File: src/rtl/hazard_scoreboard.sv
// hazard_scoreboard: decode-stage interlock controller for the R2000 pipeline.
// It tracks the destination tags of the instructions in EX, MEM and WB and
// stalls ID on read-after-write hazards against the rs/rt operands.
// Optional feature macro: HAZARD_FWD_EN
//   defined   -> forwarding mode: only load-use stalls, and registered
//                forwarding selects are driven for the EX operand muxes.
//   undefined -> full interlock: any EX/MEM producer stalls, selects tied 00.
module hazard_scoreboard #(
    parameter  int NREG  = 32,
    parameter  int CNT_W = 16,
    localparam int RW    = $clog2(NREG)
) (
    input  logic             clk,
    input  logic             rst,
    input  logic             id_valid,
    input  logic [RW-1:0]    id_rs,
    input  logic [RW-1:0]    id_rt,
    input  logic             id_use_rs,
    input  logic             id_use_rt,
    input  logic [RW-1:0]    id_dest,
    input  logic             id_wr,
    input  logic             id_load,
    input  logic             id_flush,
    input  logic             pipe_freeze,
    output logic             id_stall,
    output logic             ex_bubble,
    output logic [1:0]       fwd_rs_sel,
    output logic [1:0]       fwd_rt_sel,
    output logic [CNT_W-1:0] stall_count
);

    // One in-flight producer: valid, destination register, and load flag.
    typedef struct packed {
        logic          v;
        logic [RW-1:0] dest;
        logic          load;
    } tag_t;

    localparam logic [1:0] SEL_RF  = 2'b00;  // register file
    localparam logic [1:0] SEL_EXM = 2'b01;  // EX/MEM result
    localparam logic [1:0] SEL_MWB = 2'b10;  // MEM/WB result

    tag_t ex_tag, mem_tag, wb_tag;
    tag_t ex_next;
    logic rs_ex, rs_mem, rt_ex, rt_mem;
    logic hazard;
    logic issue;

    // A source matches a producer only if it is really read, the producer
    // really writes, and the register is not r0.
    function automatic logic src_match(input logic use_bit, input logic [RW-1:0] src,
                                       input tag_t tag);
        return use_bit & tag.v & (src == tag.dest) & (src != '0);
    endfunction

    // Operand-versus-tag comparisons for the instruction sitting in ID.
    // NOTE: every always_comb output gets a default first so no latch is inferred.
    always_comb begin
        rs_ex  = 1'b0;
        rs_mem = 1'b0;
        rt_ex  = 1'b0;
        rt_mem = 1'b0;
        rs_ex  = src_match(id_use_rs, id_rs, ex_tag);
        rs_mem = src_match(id_use_rs, id_rs, mem_tag);
        rt_ex  = src_match(id_use_rt, id_rt, ex_tag);
        rt_mem = src_match(id_use_rt, id_rt, mem_tag);
    end

`ifdef HAZARD_FWD_EN
    // Forwarding covers everything except a load still in EX (load-use).
    assign hazard = (rs_ex | rt_ex) & ex_tag.load;
`else
    // No bypass paths: any producer still in EX or MEM must drain first.
    // A WB producer is safe because the register file writes before it reads.
    assign hazard = rs_ex | rs_mem | rt_ex | rt_mem;
`endif

    assign id_stall = id_valid & hazard & ~id_flush;
    assign issue    = id_valid & ~id_stall & ~id_flush;

    // Tag entering EX; a write to r0 is never a hazard source, so it is dropped.
    always_comb begin
        ex_next      = '0;
        ex_next.v    = issue & id_wr & (id_dest != '0);
        ex_next.dest = id_dest;
        ex_next.load = issue & id_load;
    end

    // Tag pipeline EX -> MEM -> WB; holds while the pipe is frozen.
    // NOTE: sequential state uses non-blocking assignments so every register
    // samples the pre-edge values and the shift happens in one step.
    always_ff @(posedge clk) begin
        if (rst) begin
            ex_tag  <= '0;
            mem_tag <= '0;
            wb_tag  <= '0;
        end else if (!pipe_freeze) begin
            wb_tag  <= mem_tag;
            mem_tag <= ex_tag;
            ex_tag  <= ex_next;
        end
    end

    // EX slot is a bubble whenever nothing issued from ID.
    always_ff @(posedge clk) begin
        if (rst) begin
            ex_bubble <= 1'b1;
        end else if (!pipe_freeze) begin
            ex_bubble <= ~issue;
        end
    end

    // Saturating count of cycles in which ID was held.
    always_ff @(posedge clk) begin
        if (rst) begin
            stall_count <= '0;
        end else if (id_stall && !pipe_freeze && !(&stall_count)) begin
            stall_count <= stall_count + CNT_W'(1);
        end
    end

`ifdef HAZARD_FWD_EN
    // Selects are resolved at issue and registered for the EX cycle; the EX
    // tag wins because it is the youngest producer of the register.
    always_ff @(posedge clk) begin
        if (rst) begin
            fwd_rs_sel <= SEL_RF;
            fwd_rt_sel <= SEL_RF;
        end else if (!pipe_freeze) begin
            if (issue) begin
                fwd_rs_sel <= rs_ex ? SEL_EXM : (rs_mem ? SEL_MWB : SEL_RF);
                fwd_rt_sel <= rt_ex ? SEL_EXM : (rt_mem ? SEL_MWB : SEL_RF);
            end else begin
                fwd_rs_sel <= SEL_RF;
                fwd_rt_sel <= SEL_RF;
            end
        end
    end
`else
    assign fwd_rs_sel = SEL_RF;
    assign fwd_rt_sel = SEL_RF;
`endif

    // The WB tag is kept for pipeline bookkeeping only, and the load flag
    // matters only in EX under forwarding; these bits are sunk here.
    logic unused_tag_bits;
    assign unused_tag_bits = ^{ex_tag.load, mem_tag.load, wb_tag, SEL_EXM, SEL_MWB};

endmodule

File: config.mk
export PLATFORM = sky130hd
export DESIGN_NAME = hazard_scoreboard
export DESIGN_NICKNAME = d
export VERILOG_FILES = /design/src/rtl/hazard_scoreboard.sv
export SDC_FILE = /design/constraint.sdc
export NUM_CORES = 1
export LEC_CHECK = 0
export CAP_MARGIN = 5
export CORE_MARGIN = 2
export CORE_UTILIZATION = 52
export CTS_CLUSTER_SIZE = 30
export DETAILED_ROUTE_END_ITERATION = 12
export GPL_TIMING_DRIVEN = 0
export PLACE_DENSITY = 0.87
export SLEW_MARGIN = 10
export SYNTH_ARGS = -nofsm -noshare
export SYNTH_HDL_FRONTEND = slang
export SYNTH_SLANG_ARGS = --single-unit
File: constraint.sdc
create_clock -name clk -period 3.9 [get_ports clk]
set_clock_uncertainty 0.2 [all_clocks]
set_input_delay 0.78 -clock clk [delete_from_list [all_inputs] [get_ports clk]]
set_output_delay 0.78 -clock clk [all_outputs]
set_load 0.03 [all_outputs]
==> results of run 1 <==
-- cells in the mapped netlist --
library cell	number
sky130_fd_sc_hd__o21ai_1	2
sky130_fd_sc_hd__inv_1	1
sky130_fd_sc_hd__clkbuf_1	4
sky130_fd_sc_hd__nor4b_1	1
sky130_fd_sc_hd__a22oi_4	1
sky130_fd_sc_hd__mux2i_1	11
sky130_fd_sc_hd__nor4_4	1
sky130_fd_sc_hd__conb_1	1
sky130_fd_sc_hd__o21a_1	2
sky130_fd_sc_hd__nand2_1	8
sky130_fd_sc_hd__and4_1	2
sky130_fd_sc_hd__nand3_1	8
sky130_fd_sc_hd__dfxtp_1	29
sky130_fd_sc_hd__buf_4	4
sky130_fd_sc_hd__nand2_2	1
sky130_fd_sc_hd__xnor2_1	20
sky130_fd_sc_hd__o41ai_1	5
sky130_fd_sc_hd__or4_1	10
sky130_fd_sc_hd__nor2b_1	3
sky130_fd_sc_hd__or3_1	2
sky130_fd_sc_hd__a22o_1	1
sky130_fd_sc_hd__nand4_1	8
sky130_fd_sc_hd__buf_8	1
sky130_fd_sc_hd__nor3b_2	1
sky130_fd_sc_hd__o2111ai_2	1
sky130_fd_sc_hd__o31ai_1	7
sky130_fd_sc_hd__o22ai_1	2
sky130_fd_sc_hd__o31ai_2	1
sky130_fd_sc_hd__nor3b_1	1
sky130_fd_sc_hd__nand4b_1	3
sky130_fd_sc_hd__or4b_1	2
sky130_fd_sc_hd__a21oi_1	15
sky130_fd_sc_hd__nor2_1	16
sky130_fd_sc_hd__or3b_1	1
sky130_fd_sc_hd__buf_1	2
sky130_fd_sc_hd__buf_6	3
sky130_fd_sc_hd__or2_1	1
sky130_fd_sc_hd__ha_1	1
sky130_fd_sc_hd__a21oi_2	1
sky130_fd_sc_hd__o31a_1	1
sky130_fd_sc_hd__mux2_1	2
-- cell families (layout without fill, tap and decap cells) --
kind of cell	after synthesis	after routing	synth area share
AND/OR/NAND/NOR	69	69	0.246
AO/OA/AOI/OAI	39	39	0.166
adder cells (fa/ha/maj)	1	1	0.00729
XOR/XNOR	20	20	0.102
multiplexers	13	13	0.0773
flip-flops	29	29	0.338
other	1	4	0.00219
buffers and inverters	15	63	0.0613
-- report_power, final --
part | switching, mW | internal (mW)
sequential | 0.00759 | 0.302
combinational | 0.0408 | 0.0475
clock | 0.105 | 0.104
-- worst max-delay path: cells and delay by family --
kind	cells	cell delay, ps
AND/OR/NAND/NOR	2	610
AO/OA/AOI/OAI	2	410
buffers and inverters	4	960
-- layer usage --
metal  vias up  global-route usage  wire length [µm]
met5         -                   0                 0
met4         0               0.112                62
met3         5              0.0525               240
met2        49               0.363              1880
met1       731               0.339              1870
li1        801                   -                 -
-- final cells by class --
type | count | share of cell area
Multi-Input combinational cell | 146 | 0.467
Clock inverter | 1 | 0.00222
Sequential cell | 29 | 0.257
Clock buffer | 7 | 0.0288
Tap cell | 44 | 0.0244
Timing Repair Buffer | 40 | 0.174
Inverter | 1 | 0.00166
Buffer | 14 | 0.0449
-- through the flow --
step / power [mW] / utilization / instance area [µm²] / hold WS [ps]
2_1_floorplan: 0.366 / - / 1730 / 275
3_3_place_gp: 0.401 / 0.700 / 2170 / 287
3_5_place_dp: 0.403 / 0.700 / 2170 / 288
4_1_cts: 0.611 / 0.725 / 2250 / 300
5_1_grt: 0.635 / 0.727 / 2260 / 333
6_report: 0.607 / 0.727 / 2260 / 300
-- flip-flops by register name (all words and copies together) (netlist names) --
| register | flops |
|---|---|
| ex_tag | 6 |
| mem_tag | 6 |
| stall_count | 16 |
| ex_bubble | 1 |
-- worst paths after layout --
path | to | cells after the start | start
setup / recovery | id_stall | 8 | id_rt[0]
hold reg to reg | stall_count[14] | 2 | stall_count[14]
setup reg to reg | stall_count[0] | 6 | stall_count[7]
hold / removal | stall_count[14] | 2 | stall_count[14]
-- timing repair --
item | CTS | global route
buffers inserted | 1 | 0
pin swaps | 1 | 0
hold endpoints to repair | 0 | 0
gates resized for setup | 4 | 4
setup endpoints to repair | 1 | 1
==> run summary, run 1 <==
=================================================================================================
Cell with the biggest individual delay on the critical path ........................ sky130_fd_sc_hd__or4_1
Final Max Slew Viols ...............................................................            0
Static leakage .....................................................................     0.749 nW
Residual overflow from global routing ..............................................            0
Highest Clock Rate .................................................................    0.267 GHz
Area of the multi-input gates ......................................................     1050 µm²
Drt first-iter violations ..........................................................           96
Pre-antenna DRT Iters ..............................................................            4
Number of vias per cell after detailed routing .....................................         5.62
Initial core utilization ...........................................................        0.553
Antenna violations before repair ...................................................            0
Detailed placer's ending HPWL ......................................................      2990 µm
Summed instance area of the synthesized netlist ....................................     1720 µm²
Most common library cell in the layout ignoring fill and taps ...................... sky130_fd_sc_hd__clkdlybuf4s50_1
Clock buffers created by TritonCTS .................................................            5
Largest stage delay, worst path ....................................................       560 ps
Count of nets left with antenna violations after detail routing ....................            0
Number of hold violations in the final report ......................................            0
Dominant cell type by area after synthesis ......................................... sky130_fd_sc_hd__dfxtp_1
Die Wd .............................................................................      61.4 µm
Area of all sequential standard cells ..............................................      581 µm²
Rel. slew slack ....................................................................        0.545
Via Count ..........................................................................         1586
Number of instances in the synthesized netlist .....................................          187
Total length of routed wires .......................................................      4060 µm
Portion of the post-synthesis area used by sequential elements .....................        0.338
Layout area overhead ...............................................................        31.6%
Post-CTS Hold Fix Bufs .............................................................            0
Final RePlAce weighted congestion ..................................................        0.909
Port bufs ..........................................................................           39
Post-layout min period .............................................................      3740 ps
Critical path class ................................................................ primary input to output pin
Overall track demand over capacity in global routing ...............................        0.244
Data arrival time of the worst path ................................................      2760 ps
Setup TNS Final ....................................................................         0 ps
List of cells traversed by the critical path ....................................... clkdlybuf4s50_1, or4_1, o21a_1, a22oi_4, buf_6, buf_8, nor3b_1, buf_2
Required time at the endpoint of the critical path .................................      2920 ps
Std cell rows ......................................................................           20
Path category of the worst min-delay check ......................................... flip-flop to flip-flop
Highest fanout seen on the critical path ...........................................           10
Nets@finish ........................................................................          262
Worst reg2reg setup slack ..........................................................      1430 ps
Avg WL per Cell ....................................................................      14.4 µm
Source-to-sink clock delay at the later pin of the worst-skew pair .................       330 ps
Root buffer selected by CTS ........................................................ sky130_fd_sc_hd__clkbuf_4
Number of clock sinks ..............................................................           29
CTS tree ...........................................................................          yes
Leading cell types in the layout, fill and taps excluded ........................... sky130_fd_sc_hd__clkdlybuf4s50_1 (38), sky130_fd_sc_hd__dfxtp_1 (29), sky130_fd_sc_hd__xnor2_1 (20)
Filler cells .......................................................................          256
Post-Layout Cell Count .............................................................          282
I/O pin count ......................................................................           46
Core ar. ...........................................................................     3100 µm²
Startpoint types ................................................................... primary input
Result of the run .................................................................. complete, no violations
Proportion of netlist area held by the largest area contributor ....................        0.338
Clk pin slew, worst setup/hold paths ...............................................        90 ps
Post-placement cell count ..........................................................          273
Share of layout cells above drive strength 1 .......................................        0.113
Warnings from Yosys ................................................................            0
Endpoint type of the worst setup path ..............................................   output pin
Post-synthesis area per instance ...................................................     9.17 µm²
Setup WS pre-CTS ...................................................................      -373 ps
Worst Setup Slack, final ...........................................................       155 ps
Worst-Margin Slew ..................................................................       682 ps
Number of synthesized register bits ................................................           29
Number of global-route vias before repair ..........................................         1428
Final period utilization ...........................................................        0.960
Setup violations, final ............................................................            0
Number of buffers on the longest clock path ........................................            2
Y dimension of the die .............................................................      61.4 µm
# diodes ...........................................................................            0
Post-route DRC violation count .....................................................            0
Number of distinct library cell variants in the gate-level netlist after synthesis .           41
Count of maximum capacitance violations ............................................            0
Largest vdd supply drop ............................................................   0.000233 V
Power Density ......................................................................   269 nW/µm²
First-pass GRT wire length .........................................................      6720 µm
Unrepaired setup endpoints after global routing ....................................        false
H-tree depth reported by CTS .......................................................            2
Most area-consuming cells after synthesis .......................................... sky130_fd_sc_hd__dfxtp_1 (34%), sky130_fd_sc_hd__xnor2_1 (10%), sky130_fd_sc_hd__mux2i_1 (6.4%)
Maximum number of pins on one net before global-route repair .......................           11
Die outline area ...................................................................     3770 µm²
=================================================================================================
Power figures use the tool's default switching activity.
==> run 2, diff against run 1 <==
--- a/config.mk
+++ b/config.mk
@@ -11,8 +11,9 @@
 export CTS_CLUSTER_SIZE = 30
 export DETAILED_ROUTE_END_ITERATION = 12
 export GPL_TIMING_DRIVEN = 0
+export HOLD_SLACK_MARGIN = 0.12
 export PLACE_DENSITY = 0.87
-export SLEW_MARGIN = 10
+export SLEW_MARGIN = 20
 export SYNTH_ARGS = -nofsm -noshare
 export SYNTH_HDL_FRONTEND = slang
 export SYNTH_SLANG_ARGS = --single-unit
==> results of run 2 <==
The final DEF is identical to that of run 1; final timing and power are the same.
